==> src/rtl/ocm_read_responder.sv <==
// OCM read responder: fetches one DATA_W beat per rising edge of init_master_txn and
// frames it for dfsm. Define OCM_RESP_STATS_EN to add the beat_count/drop_count ports.
module ocm_read_responder #(
  parameter int unsigned DATA_W      = 128,
  parameter int unsigned ADDR_W      = 10,
  parameter int unsigned MAX_INDEX   = 1023,
  parameter int unsigned MEM_LATENCY = 2
) (
  input  logic              clk,
  input  logic              reset_n,
  input  logic              init_master_txn,
  input  logic [31:0]       read_addr_index,
  input  logic              dfsm_read_ready,
  output logic              read_active,
  output logic              bus_data_valid,
  output logic [DATA_W-1:0] ocm_data_out,
  output logic              read_done,
  output logic              read_err,
  output logic              mem_en,
  output logic [ADDR_W-1:0] mem_addr,
  input  logic [DATA_W-1:0] mem_rdata
`ifdef OCM_RESP_STATS_EN
  ,
  output logic [15:0]       beat_count,
  output logic [15:0]       drop_count
`endif
);

  typedef enum logic [2:0] {
    StIdle,
    StIssue,
    StWait,
    StResp,
    StDone
  } state_e;

  state_e              state_q, state_d;
  logic                txn_q;
  logic [31:0]         idx_q, idx_d;
  logic [3:0]          lat_q, lat_d;
  logic                err_q, err_d;
  logic [DATA_W-1:0]   data_q, data_d;
  logic                done_q, done_d;
  logic                start;
  logic                busy;
  logic                out_of_range;

  assign start        = init_master_txn & ~txn_q;
  assign busy         = (state_q == StIssue) || (state_q == StWait) || (state_q == StResp);
  // Range check uses the full 32-bit index, not just the address bits.
  assign out_of_range = idx_q > MAX_INDEX;

  always_comb begin
    state_d        = state_q;
    idx_d          = idx_q;
    lat_d          = lat_q;
    err_d          = err_q;
    data_d         = data_q;
    done_d         = done_q;
    mem_en         = 1'b0;
    mem_addr       = '0;
    bus_data_valid = 1'b0;
    read_err       = 1'b0;

    unique case (state_q)
      StIdle, StDone: begin
        if (start) begin
          idx_d   = read_addr_index;
          done_d  = 1'b0;
          state_d = StIssue;
        end
      end
      StIssue: begin
        if (out_of_range) begin
          err_d   = 1'b1;
          data_d  = '0;
          state_d = StResp;
        end else begin
          err_d    = 1'b0;
          mem_en   = 1'b1;
          mem_addr = idx_q[ADDR_W-1:0];
          lat_d    = 4'(MEM_LATENCY - 1);
          state_d  = StWait;
        end
      end
      StWait: begin
        if (lat_q == 4'd0) begin
          data_d  = mem_rdata;
          state_d = StResp;
        end else begin
          lat_d = lat_q - 4'd1;
        end
      end
      StResp: begin
        if (dfsm_read_ready) begin
          bus_data_valid = 1'b1;
          read_err       = err_q;
          done_d         = 1'b1;
          state_d        = StDone;
        end
      end
      default: state_d = StIdle;
    endcase
  end

  always_ff @(posedge clk or negedge reset_n) begin
    if (!reset_n) begin
      state_q <= StIdle;
      txn_q   <= 1'b0;
      idx_q   <= '0;
      lat_q   <= '0;
      err_q   <= 1'b0;
      data_q  <= '0;
      done_q  <= 1'b0;
    end else begin
      state_q <= state_d;
      txn_q   <= init_master_txn;
      idx_q   <= idx_d;
      lat_q   <= lat_d;
      err_q   <= err_d;
      data_q  <= data_d;
      done_q  <= done_d;
    end
  end

  assign read_active  = busy;
  assign ocm_data_out = data_q;
  // The strobe cycle already reports done; the register keeps it up afterwards.
  assign read_done    = done_q | bus_data_valid;

`ifdef OCM_RESP_STATS_EN
  logic [15:0] beat_q, drop_q;

  always_ff @(posedge clk or negedge reset_n) begin
    if (!reset_n) begin
      beat_q <= '0;
      drop_q <= '0;
    end else begin
      if (bus_data_valid) begin
        beat_q <= beat_q + 16'd1;
      end
      if (start && busy && (drop_q != 16'hFFFF)) begin
        drop_q <= drop_q + 16'd1;
      end
    end
  end

  assign beat_count = beat_q;
  assign drop_count = drop_q;
`endif

endmodule

==> config.mk <==
export PLATFORM = sky130hd
export DESIGN_NAME = ocm_read_responder
export DESIGN_NICKNAME = d
export VERILOG_FILES = /design/src/rtl/ocm_read_responder.sv
export SDC_FILE = /design/constraint.sdc
export NUM_CORES = 1
export LEC_CHECK = 0
export BUFFER_PORTS_ARGS = -buffer_cell sky130_fd_sc_hd__buf_4
export CAP_MARGIN = 15
export CORE_ASPECT_RATIO = 0.6
export CORE_UTILIZATION = 36
export DETAILED_ROUTE_END_ITERATION = 16
export GPL_ROUTABILITY_DRIVEN = 1
export HOLD_SLACK_MARGIN = 0.08
export RECOVER_POWER = 50
export SYNTH_ARGS = -nofsm -noshare
export SYNTH_HDL_FRONTEND = slang
export SYNTH_SLANG_ARGS = --single-unit
==> constraint.sdc <==
create_clock -name clk -period 2.9 [get_ports clk]
set_clock_uncertainty 0.2 [all_clocks]
set_input_delay 0.87 -clock clk [delete_from_list [all_inputs] [get_ports clk]]
set_output_delay 0.87 -clock clk [all_outputs]
set_load 0.005 [all_outputs]
==> flow_summary_export.csv <==
group,metric,value,unit
run_status,status,"finished, violations left",
run_status,violations,"negative setup slack",
place,dpl.cell_count,946,
sta,tns,-0.0907,ns
sta,slew_headroom,0.117,
synth,ys_seq_area_frac,0.669,
route,drt_first_pass_iters,5,
clock_tree,numCtsBuffers,17,
cells_and_area,diodes,0,
critical_path,critPathSlowestCell,"dfrtp_1",
route,postRouteAntennaNets,0,
route,wl_per_cell,18.1,um
die,ios,307,
sta,maxSlewViolCount,0,
critical_path,critical_path_arrival,1.86,ns
sta,setup_violations,10,
sta,period_needed,2.93,ns
hold_path,hp-class,"reg -> reg",
die,die-area,18200,sq um
sta,setup_ws,-0.0267,ns
sta,tightest_slew,1.32,ns
cells_and_area,multiInputGateArea,1900,sq um
clock_tree,tritoncts,"built",
clock_tree,clockRootBuffer,"clkbuf_16",
cells_and_area,area_growth,48.8,%
die,die_y,105,um
place,globalplace.congestion,0.818,
global_route,grt_usage,0.198,
synth,yosysUniqueCellTypes,32,
power_and_ir_drop,ir_drop,0.664,mV
critical_path,path_cells,"nor4_2 > nand4_1 > nor2_1 > buf_6 > and2_1 > buf_4",
place,hpwl,12700,um
clock_tree,clock_path_buffers,2,
route,vias,4900,
synth,synth-async-reset-ratio,1.00,
synth,synthFlopType,"dfrtp_1",
global_route,grt_pass1_vias,4967,
cells_and_area,layout.nets,900,
power_and_ir_drop,leakagePower,4.84,nW
die,std_cell_rows,37,
synth,synth_edf_count,0,
synth,yosysWarnings,0,
critical_path,critPathBufInv,2,
cells_and_area,drive_above_1_share,0.519,
die,die_width,174,um
cells_and_area,register_area,4260,sq um
clock_tree,clk_pin_slew_worst_paths,0.06,ns
route,drc,0,
synth,synth-seq-cells,170,
critical_path,slowest_delay,0.39,ns
synth,synth_nets,595,
route,wl_met1,7400,um
route,drt-vias-per-instance,4.99,
synth,syn_area,6360,sq um
route,route.met3.wl,1660,um
clock_tree,clkSinkCount,170,
die,core_area,17200,sq um
route,routed.top_layer,"met4",
sta,fin_crit_sh,1.01,
global_route,antenna_found_initial,0,
sta,fmax,342,MHz
sta,rsz0062_at_grt,"true",
die,initial_core_util,0.369,
critical_path,cp_top_family,"simple AND/OR/NAND/NOR gates",
place,io_buffer_count,306,
critical_path,crit_path_start_kind,"flip-flop",
power_and_ir_drop,cellPowerDensity,1100,nW/um^2
sta,hold_viol_final,0,
clock_tree,htree_levels,4,
global_route,grt_pass1_wl,27800,um
critical_path,cp_max_fo,12,
synth,synthCells,430,
global_route,gr-total-overflow,0,
route,met2_length,8360,um
route,drtIter0Drc,272,
route,wirelength,17800,um
critical_path,crit_type,"reg -> out",
cells_and_area,final_cells,982,
critical_path,cp.required,1.83,ns
clock_tree,clk_latency,0.42,ns
cells_and_area,num-fill-cells,1458,
run,maxCapViolCount,0,
cells_and_area,final_util,0.550,
critical_path,critPathCaptureType,"output port",
synth,syn_area_per_cell,14.8,sq um
global_route,grt_max_degree,66,
==> layout make-up <==
| type | instances | share of cell area |
|---|---|---|
| tap | 234 | 0.0309 |
| multi-input combinational | 222 | 0.201 |
| sequential | 170 | 0.450 |
| timing repair buffer | 321 | 0.257 |
| inverter | 3 | 0.00119 |
| clock inverter | 13 | 0.0149 |
| clock buffer | 19 | 0.0457 |
==> synthesized netlist by cell type (2+ instances only) <==
master,instances,area (sq um)
dfrtp_1,170,4250
a22o_1,129,1130
mux2_2,32,360
buf_6,12,135
and2_1,11,68.8
nor2_1,10,37.5
buf_2,7,35.0
clkbuf_1,7,26.3
buf_1,6,22.5
o21ai_0,6,30.0
a21oi_1,4,20.0
nand2b_1,4,25.0
nor4_1,4,25.0
inv_1,3,11.3
nand2_1,3,11.3
or3_1,3,18.8
buf_4,2,15.0
nand4_1,2,12.5
nor3_1,2,10.0
==> flip-flops by register name, summed over array words and instances, names as in the netlist <==
register and flops:
state_q 3, txn_q 1, done_q 1, lat_q 4, idx_q 32, err_q 1, ocm_data_out 128
==> per-stage QoR <==
step	power [W]	cell area, sq um	hold slack, ns	setup WS (ns)
CTS	0.0106	9520	0.201	-0.0510
global route	0.0110	9470	0.311	-0.162
global placement	0.00811	8890	0.284	0.146
detailed placement	0.00821	8890	0.282	0.119
finish	0.0104	9470	0.296	-0.0267
floorplan	0.00619	6360	0.258	0.365
==> cell usage in the layout (no fill, tap or decap), drive strengths merged <==
| cell type | netlist | layout |
|---|---|---|
| buf | 27 | 285 |
| dfrtp | 170 | 170 |
| a22o | 129 | 129 |
| clkbuf | 8 | 55 |
| mux2 | 32 | 32 |
| and2 | 11 | 11 |
| nor2 | 10 | 10 |
| inv | 3 | 7 |
| o21ai | 6 | 6 |
| nand2b | 4 | 4 |
| a21oi | 4 | 4 |
| nor4 | 4 | 4 |
| clkinv | 0 | 4 |
| nand2 | 3 | 3 |
| or3 | 3 | 3 |
| clkinvlp | 0 | 3 |
| nand4 | 2 | 2 |
| bufinv | 0 | 2 |
| nor3b | 2 | 2 |
| or3b | 2 | 2 |
| nor3 | 2 | 2 |
| or2 | 1 | 1 |
| nand3 | 1 | 1 |
| a21bo | 1 | 1 |
| a221o | 1 | 1 |
| o2bb2ai | 1 | 1 |
| and3 | 1 | 1 |
| a31o | 1 | 1 |
| ha | 1 | 1 |
==> cell families after synthesis <==
family	after synthesis	synth area share
AO/OA/AOI/OAI	143	0.191
adder cells (fa/ha/maj)	1	0.00197
buffers and inverters	38	0.0393
flip-flops	170	0.669
multiplexers	32	0.0566
AND/OR/NAND/NOR	46	0.0419
==> metal layers <==
layer  vias up  track usage
met5         -            0
met4         0       0.0821
met3        26       0.0775
met2       213        0.306
met1      2442        0.249
li1       2219            -
==> report_power, final <==
group	internal, W	leakage, nW	switching, W
Sequential	0.00351	2.25	0.000733
Combinational	0.00225	2.31	0.00167
Clock	0.00128	0.275	0.000954
==> timing repair <==
action,in CTS,in global routing
buffers inserted,3,1
endpoints found under the hold margin,0,0
setup endpoints to repair,11,11
hold buffers,0,0
pin swaps,3,1
gates resized for setup,7,3
==> worst paths after layout <==
kind                                  startpoint  cells after the start               end  slack, ns
worst max-delay path                   idx_q[26]                      6       mem_addr[7]      -0.03
worst min-delay path            ocm_data_out[49]                      1  ocm_data_out[49]       0.30
worst max register to register         idx_q[26]                      7  ocm_data_out[58]       0.51
worst min register to register  ocm_data_out[49]                      1  ocm_data_out[49]       0.30
max in group asynchronous                reset_n                      2  ocm_data_out[78]       0.44
min in group asynchronous                reset_n                      1  ocm_data_out[69]       0.52
Note: power is estimated with default switching activity, not from simulation.
